[src/rtl/controlador_sequencia.sv]
// controlador_sequencia: run controller for the 4-bit serial sequence
// identifier. Holds the reference pattern, clears and fills the identifier
// window, then counts matches until a programmed target (0 = run forever).
module controlador_sequencia #(
  parameter int W_CNT = 8
) (
  input  logic             clk,
  input  logic             reset,
  input  logic             cfg_valid,
  output logic             cfg_ready,
  input  logic [3:0]       cfg_ref,
  input  logic [W_CNT-1:0] cfg_count,
  input  logic             start,
  input  logic             abort,
  input  logic             bit_in,
  output logic             bit_ready,
  output logic             id_in,
  output logic [3:0]       id_refe,
  output logic             id_clr,
  input  logic             id_flag,
  output logic             match,
  output logic [W_CNT-1:0] match_cnt,
  output logic             busy,
  output logic             done
);

  typedef enum logic [2:0] {
    S_IDLE  = 3'd0,
    S_CLEAR = 3'd1,
    S_FILL  = 3'd2,
    S_RUN   = 3'd3,
    S_DONE  = 3'd4
  } state_e;

  localparam logic [W_CNT-1:0] CNT_ZERO = {W_CNT{1'b0}};
  localparam logic [W_CNT-1:0] CNT_ONE  = {{(W_CNT-1){1'b0}}, 1'b1};
  localparam logic [W_CNT-1:0] CNT_MAX  = {W_CNT{1'b1}};

  // Saturating increment: the count sticks at all-ones instead of wrapping.
  function automatic logic [W_CNT-1:0] sat_inc(input logic [W_CNT-1:0] v);
    logic [W_CNT-1:0] r;
    if (v == CNT_MAX) begin
      r = v;
    end else begin
      r = v + CNT_ONE;
    end
    return r;
  endfunction

  state_e           state_q;
  logic [3:0]       ref_q;
  logic [W_CNT-1:0] tgt_q;
  logic [W_CNT-1:0] match_cnt_q;
  logic [1:0]       fill_q;
  logic             cfg_ready_q;
  logic             bit_ready_q;
  logic             id_clr_q;
  logic             match_q;
  logic             busy_q;
  logic             done_q;

  logic [W_CNT-1:0] match_cnt_d;
  logic             tgt_hit_s;
  logic             cfg_acc_s;

  assign cfg_acc_s = cfg_valid & cfg_ready_q;

  // Next match count and whether it would reach a non-zero target.
  always_comb begin
    match_cnt_d = sat_inc(match_cnt_q);
    tgt_hit_s   = (tgt_q != CNT_ZERO) && (match_cnt_d == tgt_q);
  end

  // Run FSM with all control outputs registered alongside the state.
  always_ff @(posedge clk) begin
    if (reset) begin
      state_q     <= S_IDLE;
      ref_q       <= 4'b0000;
      tgt_q       <= CNT_ZERO;
      match_cnt_q <= CNT_ZERO;
      fill_q      <= 2'd0;
      cfg_ready_q <= 1'b1;
      bit_ready_q <= 1'b0;
      id_clr_q    <= 1'b0;
      match_q     <= 1'b0;
      busy_q      <= 1'b0;
      done_q      <= 1'b0;
    end else begin
      match_q <= 1'b0;
      // Config acceptance is independent of abort/start: it completes
      // whenever cfg_ready is high, and a same-edge start uses the new values.
      if (cfg_acc_s) begin
        ref_q <= cfg_ref;
        tgt_q <= cfg_count;
      end
      if (abort) begin
        state_q     <= S_IDLE;
        cfg_ready_q <= 1'b1;
        bit_ready_q <= 1'b0;
        id_clr_q    <= 1'b0;
        busy_q      <= 1'b0;
        done_q      <= 1'b0;
      end else begin
        case (state_q)
          S_IDLE, S_DONE: begin
            if (start) begin
              state_q     <= S_CLEAR;
              match_cnt_q <= CNT_ZERO;
              cfg_ready_q <= 1'b0;
              id_clr_q    <= 1'b1;
              busy_q      <= 1'b1;
              done_q      <= 1'b0;
            end else begin
              state_q <= state_q;
            end
          end
          S_CLEAR: begin
            state_q     <= S_FILL;
            fill_q      <= 2'd0;
            id_clr_q    <= 1'b0;
            bit_ready_q <= 1'b1;
          end
          S_FILL: begin
            // Window still holds cleared zeros, so id_flag is not trusted yet.
            fill_q <= fill_q + 2'd1;
            if (fill_q == 2'd3) begin
              state_q <= S_RUN;
            end else begin
              state_q <= S_FILL;
            end
          end
          S_RUN: begin
            if (id_flag) begin
              match_q     <= 1'b1;
              match_cnt_q <= match_cnt_d;
              if (tgt_hit_s) begin
                state_q     <= S_DONE;
                bit_ready_q <= 1'b0;
                busy_q      <= 1'b0;
                done_q      <= 1'b1;
                cfg_ready_q <= 1'b1;
              end else begin
                state_q <= S_RUN;
              end
            end else begin
              state_q <= S_RUN;
            end
          end
          default: begin
            state_q     <= S_IDLE;
            cfg_ready_q <= 1'b1;
            bit_ready_q <= 1'b0;
            id_clr_q    <= 1'b0;
            busy_q      <= 1'b0;
            done_q      <= 1'b0;
          end
        endcase
      end
    end
  end

  assign cfg_ready = cfg_ready_q;
  assign bit_ready = bit_ready_q;
  assign id_in     = bit_ready_q & bit_in;
  assign id_refe   = ref_q;
  assign id_clr    = id_clr_q;
  assign match     = match_q;
  assign match_cnt = match_cnt_q;
  assign busy      = busy_q;
  assign done      = done_q;

endmodule

[config.mk]
export PLATFORM = sky130hd
export DESIGN_NAME = controlador_sequencia
export DESIGN_NICKNAME = d
export VERILOG_FILES = /design/src/rtl/controlador_sequencia.sv
export SDC_FILE = /design/constraint.sdc
export NUM_CORES = 1
export LEC_CHECK = 0
export BUFFER_PORTS_ARGS = -buffer_cell sky130_fd_sc_hd__buf_2
export CAP_MARGIN = 20
export CORE_ASPECT_RATIO = 1.2
export CORE_MARGIN = 5
export CORE_UTILIZATION = 53
export DETAILED_ROUTE_END_ITERATION = 16
export PLACE_DENSITY = 0.78
export SETUP_SLACK_MARGIN = 0.15
export SLEW_MARGIN = 20
export SYNTH_ARGS = -nofsm -noshare
export SYNTH_HDL_FRONTEND = slang
export SYNTH_SLANG_ARGS = --single-unit
[constraint.sdc]
create_clock -name clk -period 2.4 [get_ports clk]
set_input_delay 0.48 -clock clk [delete_from_list [all_inputs] [get_ports clk]]
set_output_delay 0.48 -clock clk [all_outputs]
set_load 0.02 [all_outputs]
After elaboration in Yosys (flattened, before gate mapping)
Index checks and enable logic that the tools add are counted.
Widths: inputs -> output; s select.
{ "op_classes": {"addsub": 2, "eq_ne": 10, "mux": 22, "n_bitwise": 7, "reduce_logical": 16} }
{ "op_table": {"columns": ["operator", "n"], "rows": [
  ["$mux 8", 3],
  ["$pmux 8 s2", 1],
  ["$pmux 1 s3", 4],
  ["$pmux 3 s4", 1],
  ["$mux 3", 3],
  ["$add 8x1->8 const B", 1],
  ["$eq 8x8->1", 1],
  ["$eq 8x8->1 const B", 1],
  ["$mux 1", 8],
  ["$reduce_and 4->1", 2],
  ["$reduce_bool 8->1", 1],
  ["$reduce_or 2->1", 4],
  ["$eq 3x2->1 const B", 2],
  ["$ne 2x2->1 const B", 3],
  ["$reduce_or 3->1", 2],
  ["$not 1->1", 5],
  ["$pmux 2 s2", 1],
  ["$reduce_and 2->1", 2],
  ["$reduce_bool 2->1", 2],
  ["$eq 3x1->1 const B", 1],
  ["$eq 3x3->1 const B", 1],
  ["$logic_not 3->1", 1],
  ["$reduce_and 3->1", 1],
  ["$add 2x1->2 const B", 1],
  ["other kinds (4)", 5]
]} }
{ "word_totals": {"register_bits": 31, "inputBits": 19, "out_inout_bits": 19, "wordCells": 68} }

Depth between registers and ports, before layout
Gate-level depths: netlist (run 1).
{ "depth": {"word_depth": 7, "ltp_mapped": 9, "depth_no_buf": 8} }

Least setup slack after synthesis (run 1)
OpenSTA, ideal clock, no wires.
{ "synth_timing": {"path_type": "register to register", "start": "register match_cnt_q[0] (netlist: match_cnt[0])", "end": "register busy_q (netlist: busy)", "setup_time_ns": 0.115, "t_arrival_ns": 2.201, "t_required_ns": 2.285, "slack_ns": 0.084, "stages_incl_launch_ff": 10, "path_buffers": 1, "period_less_slack_ns": 2.316, "cell_sequence": "dfxtp_1 ha_1 and3_1 buf_6 a21oi_2 mux2_4 nor4_4 nand4_2 o21ai_2 o21ba_1"} }
{ "synth_via": {"elab_chain_cells": 6, "elab_cells_between_ends": 7, "classes_between": "add/sub (1); eq/ne (3); mux (1); reduce/logical (2)"} }
{ "synth_rtl": {"columns": ["element", "line", "rtl"], "rows": [
  ["start, declared", "53", "logic [W_CNT-1:0] match_cnt_q;"],
  ["start signal, assigned", "135", "match_cnt_q <= match_cnt_d;"],
  ["$add 8x1->8 or $eq 8x8->1 (tied branches)", "45, 42", null],
  ["$mux 8 (*)", "42", "if (v == CNT_MAX) begin"],
  ["$eq 8x8->1 (*)", "71", "tgt_hit_s = (tgt_q != CNT_ZERO) && (match_cnt_d == tgt_q);"],
  ["$logic_and 1x1->1 (*)", "71", null],
  ["$ne 2x2->1 (no line) (*)", null, null],
  ["$reduce_and 4->1 (no line) (*)", null, null],
  ["end signal, assigned", "86", "busy_q <= 1'b0;"],
  ["end signal, assigned", "101", "busy_q <= 1'b0;"],
  ["end signal, assigned", "111", "busy_q <= 1'b1;"],
  ["end, declared", "59", "logic busy_q;"]
]} }
Every way passes the cells marked *; elsewhere a longest branch is shown, timed or not.
A chain may end at the register's enable or synchronous reset.

Worst setup path after layout (run 1)
{ "layout_timing": {"start": "register match_cnt_q[2] (netlist: match_cnt[2])", "end": "register busy_q (netlist: busy)"} }
The elaborated chain is that of the path after synthesis.

==> results summary, run 1 <==
In this run the core area contains 22 standard-cell rows. At the pin with the least slew margin, the transition time is 470 ps. The DRC violation total after the first TritonRoute iteration came out at 107.

The path with the worst hold slack has its endpoint at id_refe[0]. The arrival time at the worst endpoint is approximately 2300 ps. The run finished with clean final reports. STA classifies the critical path endpoint as a flip-flop. The total of flip-flops plus latches after synthesis is 31.

The total detailed-routing wirelength is approximately 4.3 mm. The cell depth of the worst hold path came out at 3. Setup repair after global routing left no endpoint under its margin. The combined global-route utilization of all metal layers is 20.6%.

The antenna diode count came out at 0. The pin count of the biggest net entering global routing is 25. The y dimension of the die is 72.4 um. The clock-pin slew on the worst setup and hold paths came out at 100 ps. The setup path with the least slack is of type flip-flop to flip-flop. Among all flip-flop cells after synthesis, the most frequent one is sky130_fd_sc_hd__dfxtp_1. The sequential cells in the finished layout cover a total of 638 um2.

The launch point of the worst reg-to-reg path is match_cnt[2]. The number of clock sinks seen by CTS is 31. The layout has 282 filler cells. The TritonCTS clock tree is done.

The overall power is slightly below 0.001 W. 38 I/O pins were placed. The number of buffer and inverter stages on the critical path came out at 0. Routability-driven placement finished with a final weighted congestion of between 0.9 and 1. The area of the die is around 4500 um2. The endpoint of the lowest-slack register-to-register path is busy. The total CTS buffers is 5. The number of detailed-routing iterations run before antenna repair is 4. The number of enable flip-flop cells after synthesis is 0. The combined area of all synthesized cells came out at 1720 um2. The setup slack at placement came out at between 100 and 150 ps. The number of antenna violations at the first check in global routing is 0.

The final hold violation count came out at 0. The leakage power figure came out at 0.886 nW. The largest individual stage delay along the critical path comes from the cell sky130_fd_sc_hd__dfxtp_4. The layout net count came out at 284. The biggest fanout along the worst timing path is 10. The root buffer cell chosen for the clock tree is sky130_fd_sc_hd__clkbuf_4. The total number of H-tree levels is 2. Across all setup checks in the final design, the least slack found is about 320 ps.

The worst pin sits at a relative slew slack of 68.7%. The synthesized net count is roughly 240. The first global-routing pass estimated slightly above 7 mm of wire.

The worst-case IR drop observed on VDD is 0.390 mV. The post-route netlist has 29.3% of its cells at a drive strength greater than 1. The number of hold buffers added after CTS is 0.

The number of cells on the worst reg-to-reg path came out at 7. Summing all multi-input logic gate instances after layout gives 1050 um2. The final critical-path required period came out at 2080 ps. The signal on the critical path passes through and4_2 > and2_1 > o311ai_1 > nor4b_2 > nand4_2 > o21ai_2 > o21ba_1.

In this run the remaining antenna-violating nets after routing total 0. The setup TNS after final layout came out at 0 ps. The data required time at the worst endpoint came out at 2650 ps. The worst setup path is launched from a flip-flop. The average detailed-routed wire length per instance came out at around 14 um. The vias after detailed routing is approximately 1700. The core region is 3080 um2. The maximum single-stage delay on the critical path is around 430 ps. Max-cap violations in this run came to 0. The largest buffer count on any clock path is 2. The setup violation total in the final timing report is 0. The async set-or-reset flop fraction in the synthesized netlist is 0%. The register-to-register path setup slack is roughly 320 ps. The synthesized instance count came out at approximately 220. The share of the clock period used by the worst path is 86.9%. The synthesized area divided by synthesized cell count came out at just under 8 um2. The via count of the first global-routing pass is 1576. In the routed layout, each cell is associated on average with a via count of roughly 5.8. In this run the tool buffered the top-level ports with 37 buffer cells. The die extent in x is between 60 and 70 um. The post-DP HPWL came out at 3.13 mm. The clock insertion delay at the later pin of the skew report came out at roughly 340 ps. The source of the worst hold timing path is cfg_ref[0]. The total overflow reported by the global router came out at 0. The post-synthesis cell type count is 46. In this run the worst hold path is classified as input pin to flip-flop. The power density over the cells is 476 nW/um2. The fmax is 480 MHz. The effective utilization at floorplan came out at 55.8%. The sequential fraction of the synthesis area came out at 36.1%.

The synthesis-to-layout area growth is 20.3%. The worst-case clock skew is 13.6 ps. Among cell families on the critical path, the largest total delay comes from simple AND/OR/NAND/NOR gates.

The DRC violation count after routing came out at 0. The total of warnings raised by yosys came out at 0. The number of max-slew violations in the final report came out at 0.
## synth_stat cells, types with 3 or more instances
library cell,number,share of area [%]
sky130_fd_sc_hd__nand2_1,36,7.9
sky130_fd_sc_hd__a21oi_1,35,10
sky130_fd_sc_hd__dfxtp_1,31,36
sky130_fd_sc_hd__nor2_1,20,4.4
sky130_fd_sc_hd__nand3_1,10,2.9
sky130_fd_sc_hd__inv_1,7,1.5
sky130_fd_sc_hd__nor3_1,7,2.0
sky130_fd_sc_hd__clkbuf_1,6,1.3
sky130_fd_sc_hd__o21ai_0,6,1.7
sky130_fd_sc_hd__and3_1,5,1.8
sky130_fd_sc_hd__buf_4,4,1.7
sky130_fd_sc_hd__nor4_1,4,1.5
sky130_fd_sc_hd__a211oi_1,3,1.3
sky130_fd_sc_hd__a21o_1,3,1.3
sky130_fd_sc_hd__and2_1,3,1.1
sky130_fd_sc_hd__nand2b_1,3,1.1
sky130_fd_sc_hd__xnor2_1,3,1.5
sky130_fd_sc_hd__xor2_1,3,1.5
## worst reg2reg max path, stage by stage (launching register included)
cell and delay (ps):
sky130_fd_sc_hd__dfxtp_4 430, sky130_fd_sc_hd__and4_2 330, sky130_fd_sc_hd__and2_1 200, sky130_fd_sc_hd__o311ai_1 120
sky130_fd_sc_hd__nor4b_2 370, sky130_fd_sc_hd__nand4_2 190, sky130_fd_sc_hd__o21ai_2 200, sky130_fd_sc_hd__o21ba_1 160
## power by group
part / total [W] / switching (W) / internal (W) / leakage [nW]
combinational: 0.000129 / 0.0000750 / 0.0000538 / 0.595
clock: 0.000313 / 0.000178 / 0.000136 / 0.0341
sequential: 0.000543 / 0.0000164 / 0.000526 / 0.257
total: 0.000985 / 0.000269 / 0.000716 / 0.886
## registers in the layout (all words and copies together), names as in the netlist
register	flops
busy	1
id_refe	4
match	1
cfg_ready	1
bit_ready	1
id_clr	1
match_cnt	8
fill_q	2
tgt_q	8
state_q	3
done	1
## worst max path at each step
| stage | startpoint | cells past startpoint | end |
|---|---|---|---|
| 6_report | match_cnt[2] | 7 | busy |
| 3_5_place_dp | match_cnt[2] | 7 | busy |
| 5_1_grt | state_q[0] | 7 | match_cnt[3] |
| 4_1_cts | match_cnt[0] | 9 | busy |
| 2_1_floorplan | match_cnt[0] | 9 | busy |
| 3_3_place_gp | match_cnt[2] | 7 | busy |
## repair_timing
action,in CTS,in global routing
endpoints found under the setup margin,3,7
pin swaps,1,7
gates resized for setup,2,19
buffers inserted,0,4
## stage by stage
| stage | hold WS (ps) | cells | utilization [%] | cell area (um2) |
|---|---|---|---|---|
| after detailed placement | 445 | 288 | 61.9 | 1910 |
| after floorplan | 459 | 223 | - | 1720 |
| after CTS | 362 | 295 | 63.8 | 1970 |
| final | 374 | 299 | 67.1 | 2070 |
| after global routing | 359 | 299 | 67.1 | 2070 |
| after global placement | 440 | 288 | 61.9 | 1910 |
## layer usage
layer / part of all wire (%) / up-vias / global-route usage [%]
met5: 0 / - / 0
met3: 7.9 / 12 / 5.52
met1: 44 / 788 / 26.0
met4: 2.7 / 0 / 9.20
li1: - / 879 / -
met2: 46 / 66 / 32.1
## placed cells by master, fill, tap and decap left out, drive strengths merged, types with 2 or more instances in the layout
| master | Yosys | final |
|---|---|---|
| buf | 7 | 46 |
| a31oi | 2 | 2 |
| nand3 | 10 | 10 |
| o211ai | 2 | 2 |
| a211oi | 3 | 3 |
| and2 | 3 | 3 |
| and4 | 2 | 2 |
| xor2 | 3 | 3 |
| nand2 | 36 | 36 |
| clkbuf | 6 | 6 |
| or2 | 2 | 2 |
| and3 | 5 | 5 |
| dfxtp | 31 | 31 |
| o21ai | 7 | 7 |
| nor4 | 5 | 5 |
| nor3 | 7 | 7 |
| a21oi | 37 | 37 |
| inv | 7 | 7 |
| ha | 2 | 2 |
| xnor2 | 3 | 3 |
| a21o | 3 | 3 |
| nand2b | 3 | 3 |
| nor2 | 20 | 20 |
| nand4 | 2 | 2 |
## final cells by class
class | instances | share of cell area [%]
tap | 36 | 2.18
clock buffer | 6 | 2.48
timing repair buffer | 46 | 12.4
multi-input combinational | 172 | 50.6
clock inverter | 1 | 0.242
sequential | 31 | 30.9
inverter | 7 | 1.27
## kinds of logic (layout without fill, tap and decap cells)
| kind of cell | count (synthesis) | after routing | share of synthesized area, % |
|---|---|---|---|
| fa+ha+maj | 2 | 2 | 1.46 |
| simple gates | 98 | 98 | 28.5 |
| compound gates | 65 | 65 | 23.8 |
| buf+inv | 20 | 60 | 6.19 |
| flops | 31 | 31 | 36.1 |
| xor+xnor | 6 | 6 | 3.06 |
| mux | 1 | 1 | 0.873 |
No activity file was read; power rests on OpenSTA's default activity.
==> run 2, diff against run 1 <==
- CORE_UTILIZATION: 53 -> 47
- GPL_TIMING_DRIVEN: not set -> 0
- PLACE_DENSITY: 0.78 -> 0.71
==> run 2 against run 1 <==
  * Via count is 1.7% higher
  * Final area is 5.7% higher
  * Die area is 11% higher
  * Sequential share of layout area is 2.1 points lower
  * Clock skew is 7.1 ps lower
  * Global-route usage is 2.4 points lower
  * Hold slack better by 52 ps
  * First-iteration DRC count is 2.8% higher
  * Non-clock buffer count is 11 higher
  * Critical path depth is 2 higher
  * Critical endpoint unchanged
  * Largest power group unchanged
  * Utilization is 5.9 points lower
==> results summary, run 2 (synthesis gave the netlist of run 1 again) <==
The largest buffer count on any clock path came out at 2 (unchanged). The first-pass GRT wire length is 7.26 mm (was 7.08 mm). The number of cells on the worst reg-to-reg path came out at 9 (was 7). The combined global-route utilization of all metal layers is 18.2% (was 20.6%). The clock insertion delay at the later pin of the skew report is 290 ps (was 340 ps).

The total placed cells including tap cells came out at 299 (was 288). The antenna diode count came out at 0 (unchanged). The root buffer cell was sky130_fd_sc_hd__clkbuf_8 (was sky130_fd_sc_hd__clkbuf_4). The pin count of the biggest net entering global routing is 11 (was 25). The cell depth of the worst hold path was 3 (unchanged). The maximum ir drop on the vdd rail came out at 0.316 mV (was 0.390 mV). The layout net count came out at 295 (was 284). The number of cell rows was 24 (was 22).

The area of placed instances came out at 1960 um2 (was 1910 um2). The type of destination of the critical path is a flip-flop (unchanged). The register-to-register path setup slack came out at 270 ps (was 320 ps). The DRC violation total after the first TritonRoute iteration is 110 (was 107). The fmax came out at 470 MHz (was 480 MHz).

The DRC violation count after routing is 0 (unchanged). The ratio of routed vias to standard cells came out at 5.65 (was 5.84). The number of antenna violations at the first check in global routing is 0 (unchanged). The number of detailed-routing iterations run before antenna repair came to 4 (unchanged). The area of the die came to 4970 um2 (was 4490 um2). Critical-path cell list: ha_4 > and3_4 > buf_6 > nand4b_1 > o311ai_1 > nor4b_4 > nand4_2 > o21ai_2 > o21ba_1 (was and4_2 > and2_1 > o311ai_1 > nor4b_2 > nand4_2 > o21ai_2 > o21ba_1). The arrival time at the worst endpoint is 2310 ps (was 2330 ps). The path category of the worst min-delay check is input pin to flip-flop (unchanged).

The worst-case clock skew came out at 6.52 ps (was 13.6 ps). The power density over the cells is 557 nW/um2 (was 476 nW/um2). Result of the run: completed (unchanged).

The final critical-path required period came out at 2130 ps (was 2080 ps). The total overflow reported by the global router is 0 (unchanged). The overall power is 0.00122 W (was 0.000985 W). The maximum single-stage delay on the critical path came out at 370 ps (was 430 ps). The TritonCTS clock tree was done (unchanged).

The number of clock sinks seen by CTS came out at 31 (unchanged). The uppermost layer routed is met4 (unchanged). The leakage power figure is 0.962 nW (was 0.886 nW). The vias after detailed routing came out at 1775 (was 1745).

The total number of H-tree levels is 2 (unchanged). The die extent in x was 65.2 um (was 62.0 um). The setup slack at placement is 38.3 ps (was 115 ps). The fraction of layout instances using a drive strength above 1 is 29.1% (was 29.3%). The transition time at the pin with the least slew margin was 473 ps (was 470 ps). The number of violations of the max-capacitance limit came to 0 (unchanged). The final worst slack came to 273 ps (was 315 ps). The element type at the critical path start is a flip-flop (unchanged). The final hold violation count is 0 (unchanged). The area inside the core boundary was 3570 um2 (was 3080 um2). The I/O pin count is 38 (unchanged).

The commonest non-fill, non-tap cell in the layout was sky130_fd_sc_hd__buf_2 (unchanged). The clock-pin slew on the worst setup and hold paths is 70 ps (was 100 ps). The number of max-slew violations in the final report came out at 0 (unchanged). The total detailed-routing wirelength came out at 4.33 mm (was 4.30 mm).

The post-DP HPWL came out at 3.13 mm (about the same). The met2 wirelength from detailed routing was 2.05 mm (was 1.97 mm). The number of antenna-violating nets in the routed design came out at 0 (unchanged).

The y dimension of the die came out at 76.3 um (was 72.4 um). Highest-count cells in the layout ignoring fill and taps: sky130_fd_sc_hd__buf_2 (38), sky130_fd_sc_hd__nand2_1 (36), sky130_fd_sc_hd__a21oi_1 (35) (was sky130_fd_sc_hd__buf_2 (37), sky130_fd_sc_hd__nand2_1 (36), sky130_fd_sc_hd__a21oi_1 (35)). The final weighted congestion in routability-driven placement is 0.882 (was 0.914). The average detailed-routed wire length per instance came to 13.8 um (was 14.4 um). The total CTS buffers came out at 5 (unchanged).

The number of input and output port buffers inserted came out at 37 (unchanged). The setup violation total in the final timing report was 0 (unchanged). The effective utilization at floorplan is 48.1% (was 55.8%).

The detailed-routing wirelength on met1 came to 1.91 mm (was 1.88 mm). The normalized max-slew margin came out at 68.4% (was 68.7%). The critical path start-end classification is flip-flop to flip-flop (unchanged). The via count of the first global-routing pass is 1553 (was 1576). The biggest fanout along the worst timing path came out at 10 (unchanged). The wire length on met3 came out at 307 um (was 341 um). The data required time at the worst endpoint is 2590 ps (was 2650 ps). The final cell count without fillers is 314 (was 299).

The setup TNS after final layout came out at 0 ps (unchanged). The share of the clock period used by the worst path is 88.6% (was 86.9%). The design area came out at 2190 um2 (was 2070 um2). The cell with the biggest individual delay on the critical path is sky130_fd_sc_hd__dfxtp_4 (unchanged).

The synthesis-to-layout area growth is 27.2% (was 20.3%). RSZ-0062 raised after global routing: false (unchanged).
==> run 2: changes by cell type in the layout (fill, tap and decap cells not counted), sizes merged <==
cell and delta:
buf +5, bufinv +1, clkbuf +6
==> run 2: power by group <==
group	switching [W]	internal, W
clock	0.000203	0.000336
combinational	0.0000765	0.0000590
sequential	0.0000159	0.000529
total	0.000295	0.000924
==> run 2: worst max-delay path: cells and delay by family, from the launching register on <==
family	cells	cell delay, ps
simple gates	4	810
compound gates	3	510
fa+ha+maj	1	180
buf+inv	1	140
flops	1	370
==> run 2: layout make-up <==
type                    count  area (um2)
fillers                   326        1390
well taps                  39        48.8
clock inverters             2        35.0
inverters                   7        26.3
plain buffers              13        85.1
flip-flops and latches     31         628
repair buffers             44         238
clock buffers               6        82.6
multi-input cells         172        1040
==> run 2: timing repair <==
action,in CTS,in global routing
pin swaps,1,6
gates resized for setup,2,14
setup buffers,1,6
hold buffers,0,0
endpoints found under the setup margin,4,10
endpoints found under the hold margin,0,0
==> run 2: final timing paths <==
kind | from | to
setup / recovery | match_cnt[1] | busy
hold reg to reg | id_refe[1] | id_refe[1]
hold / removal | cfg_ref[1] | id_refe[1]
setup reg to reg | match_cnt[1] | busy
==> run 2: per-stage QoR <==
| stage | utilization, % | hold WS (ps) |
|---|---|---|
| after CTS | 58.6 | 420 |
| after detailed placement | 54.7 | 448 |
| after floorplan | - | 459 |
| final | 61.2 | 426 |
| after global routing | 61.2 | 419 |
| after global placement | 54.7 | 441 |
==> run 2: metal layers <==
metal	up-vias	GRT usage [%]
met5	-	0
met2	65	28.5
met3	5	5.16
met4	0	6.85
li1	898	-
met1	807	23.6
==> run 3, diff against run 2 <==
- REMOVE_ABC_BUFFERS: not set -> 1
==> run 3 against run 2 <==
  * Total power fell by 11%
  * Final area shrank 3.4%
  * Count of clock-buffer cells in the layout did not move
  * Sequential share of layout area grew 1.3 points
  * Clock power decreased by 23%
  * Global-route usage down 1.0 points
  * Fmax shrank 5.2%
  * Utilization fell by 2.1 points
  * Via count is 0.17% higher
  * Hold slack better by 3.7 ps
  * Non-clock buffer count down 7
  * Critical endpoint unchanged
  * Largest cell class unchanged
  * Highest routed layer unchanged
==> results summary, run 3 (synthesis gave the netlist of run 1 again) <==
The element type at the critical path start is a flip-flop (unchanged). The total number of H-tree levels is 2 (unchanged). The largest buffer count on any clock path is 2 (unchanged). The average detailed-routed wire length per instance was 13.8 um (about the same).

The y dimension of the die came to 76.3 um (unchanged). The DRC violation count after routing came out at 0 (unchanged). The number of cells on the worst reg-to-reg path came out at 7 (was 9). The leakage power figure is 0.921 nW (was 0.962 nW). The endpoint of the lowest-slack register-to-register path is busy (unchanged).

The clock-pin slew on the worst setup and hold paths is 60 ps (was 70 ps). The type of destination of the critical path is a flip-flop (unchanged). The design area came to 2110 um2 (was 2190 um2). The number of hold buffers added after CTS is 0 (unchanged). The cell with the biggest individual delay on the critical path is sky130_fd_sc_hd__dfxtp_1 (was sky130_fd_sc_hd__dfxtp_4). The area of placed instances came to 1870 um2 (was 1960 um2). The biggest fanout along the worst timing path came to 8 (was 10).

The setup violation total in the final timing report was 0 (unchanged). The vias after detailed routing came to 1778 (was 1775). The launch point of the worst path is match_cnt[7] (was match_cnt[1]). The total detailed-routing wirelength is 4.21 mm (was 4.33 mm). The ratio of routed vias to standard cells is 5.81 (was 5.65).

The DRC violation total after the first TritonRoute iteration is 91 (was 110). The first-pass GRT wire length is 6.94 mm (was 7.26 mm). The worst setup path endpoint is busy (unchanged). Highest-count cells in the layout ignoring fill and taps: sky130_fd_sc_hd__buf_2 (37), sky130_fd_sc_hd__nand2_1 (36), sky130_fd_sc_hd__a21oi_1 (35) (was sky130_fd_sc_hd__buf_2 (38), sky130_fd_sc_hd__nand2_1 (36), sky130_fd_sc_hd__a21oi_1 (35)).

The final hold violation count came out at 0 (unchanged). The final critical-path required period is 2240 ps (was 2130 ps). The root buffer cell is sky130_fd_sc_hd__clkbuf_8 (unchanged). The setup slack at placement is -214 ps (was 38.3 ps). The met2 wirelength from detailed routing came out at 2.05 mm (about the same). The maximum ir drop on the vdd rail came out at 0.339 mV (was 0.316 mV). The transition time at the pin with the least slew margin came out at 466 ps (was 473 ps). The number of detailed-routing iterations run before antenna repair came out at 4 (unchanged). The launch point of the worst reg-to-reg path is match_cnt[7] (was match_cnt[1]). The number of violations of the max-capacitance limit is 0 (unchanged). The area inside the core boundary came out at 3570 um2 (unchanged). The maximum single-stage delay on the critical path is 470 ps (was 370 ps). Critical-path cell list: nand4_1 > o21ai_0 > a21oi_1 > nor4_4 > nand4_2 > o21ai_2 > o21ba_1 (was ha_4 > and3_4 > buf_6 > nand4b_1 > o311ai_1 > nor4b_4 > nand4_2 > o21ai_2 > o21ba_1). The uppermost layer routed is met4 (unchanged). The number of antenna-violating nets in the routed design came to 0 (unchanged). The fmax came out at 446 MHz (was 470 MHz). The path category of the worst min-delay check is input pin to flip-flop (unchanged). The data required time at the worst endpoint is 2580 ps (was 2590 ps). The register-to-register path setup slack is 160 ps (was 270 ps).

The number of input and output port buffers inserted came out at 37 (unchanged). The commonest non-fill, non-tap cell in the layout was sky130_fd_sc_hd__buf_2 (unchanged). The die extent in x came to 65.2 um (unchanged).

The antenna diode count is 0 (unchanged). Result of the run: completed (unchanged). The layout net count came to 288 (was 295). The arrival time at the worst endpoint came out at 2430 ps (was 2310 ps). The power density over the cells is 516 nW/um2 (was 557 nW/um2). RSZ-0062 raised after global routing: true (was false). The wire length on met3 came to 266 um (was 307 um). The total CTS buffers was 5 (unchanged). The clock insertion delay at the later pin of the skew report is 280 ps (was 290 ps). The area of the die was 4970 um2 (unchanged). The final weighted congestion in routability-driven placement came to 0.868 (was 0.882). The combined global-route utilization of all metal layers came to 17.2% (was 18.2%). The share of the clock period used by the worst path was 93.5% (was 88.6%). The TritonCTS clock tree is done (unchanged). The worst-case clock skew was 3.17 ps (was 6.52 ps). The final worst slack is 156 ps (was 273 ps). The critical path start-end classification is flip-flop to flip-flop (unchanged). The I/O pin count is 38 (unchanged).

The number of max-slew violations in the final report came out at 0 (unchanged). The number of cell rows is 24 (unchanged). The post-DP HPWL is 2.89 mm (was 3.13 mm). The effective utilization at floorplan came to 48.1% (unchanged). The fraction of layout instances using a drive strength above 1 came to 30.7% (was 29.1%). The detailed-routing wirelength on met1 is 1.80 mm (was 1.91 mm). The pin count of the biggest net entering global routing came out at 25 (was 11). The total overflow reported by the global router is 0 (unchanged). The synthesis-to-layout area growth was 22.9% (was 27.2%). The via count of the first global-routing pass was 1563 (was 1553). The number of antenna violations at the first check in global routing came out at 0 (unchanged).

The number of clock sinks seen by CTS is 31 (unchanged). The normalized max-slew margin came to 68.9% (was 68.4%). The overall power is 0.00109 W (was 0.00122 W).
-- run 3: cell types whose count changed in the layout (fill, tap and decap cells not counted), sizes merged --
cell and change:
clkbuf -6, buf -1, bufinv -1
-- run 3: what timing repair did --
| item | CTS | global route |
|---|---|---|
| pin swaps | 2 | 5 |
| buffers inserted | 0 | 13 |
| endpoints found under the setup margin | 7 | 15 |
| gates resized for setup | 6 | 13 |
-- run 3: layer usage --
| metal | up-vias | track usage (%) |
|---|---|---|
| met4 | 0 | 6.64 |
| met2 | 56 | 28.5 |
| met5 | - | 0 |
| met3 | 11 | 5.16 |
| li1 | 882 | - |
| met1 | 829 | 20.5 |
-- run 3: layout make-up --
cell class	instances	area (um2)
repair buffers	50	287
flip-flops and latches	31	633
clock buffers	6	82.6
inverters	7	26.3
multi-input cells	172	1030
well taps	39	48.8
fillers	334	1460
clock inverters	1	5.00
-- run 3: critical path, delay by kind of cell, from the launching register on --
family             cells  cell delay [ps]
AOI/OAI and AO/OA      4              860
DFF                    1              470
and+or+nand+nor        3              810
-- run 3: worst min path at each step --
stage,from,end,cells past startpoint
after floorplan,tgt_q[6],tgt_q[6],2
after global placement,id_refe[3],id_refe[3],2
after detailed placement,id_refe[1],id_refe[1],2
after CTS,cfg_count[0],tgt_q[0],3
after global routing,cfg_count[0],tgt_q[0],3
final,cfg_count[0],tgt_q[0],3
-- run 3: power by group --
part	internal (W)	switching (W)
logic	0.0000547	0.0000722
clock network	0.000225	0.000193
registers	0.000529	0.0000171
-- run 3: per-stage QoR --
| stage | util, % | TNS, ps | cells | hold slack [ps] |
|---|---|---|---|---|
| final | 59.1 | 0 | 306 | 430 |
| after global routing | 59.1 | 0 | 306 | 422 |
| after CTS | 55.2 | 0 | 293 | 423 |
| after detailed placement | 52.4 | -772 | 286 | 449 |
| after global placement | 52.4 | -727 | 286 | 440 |
| after floorplan | - | 0 | 210 | 453 |
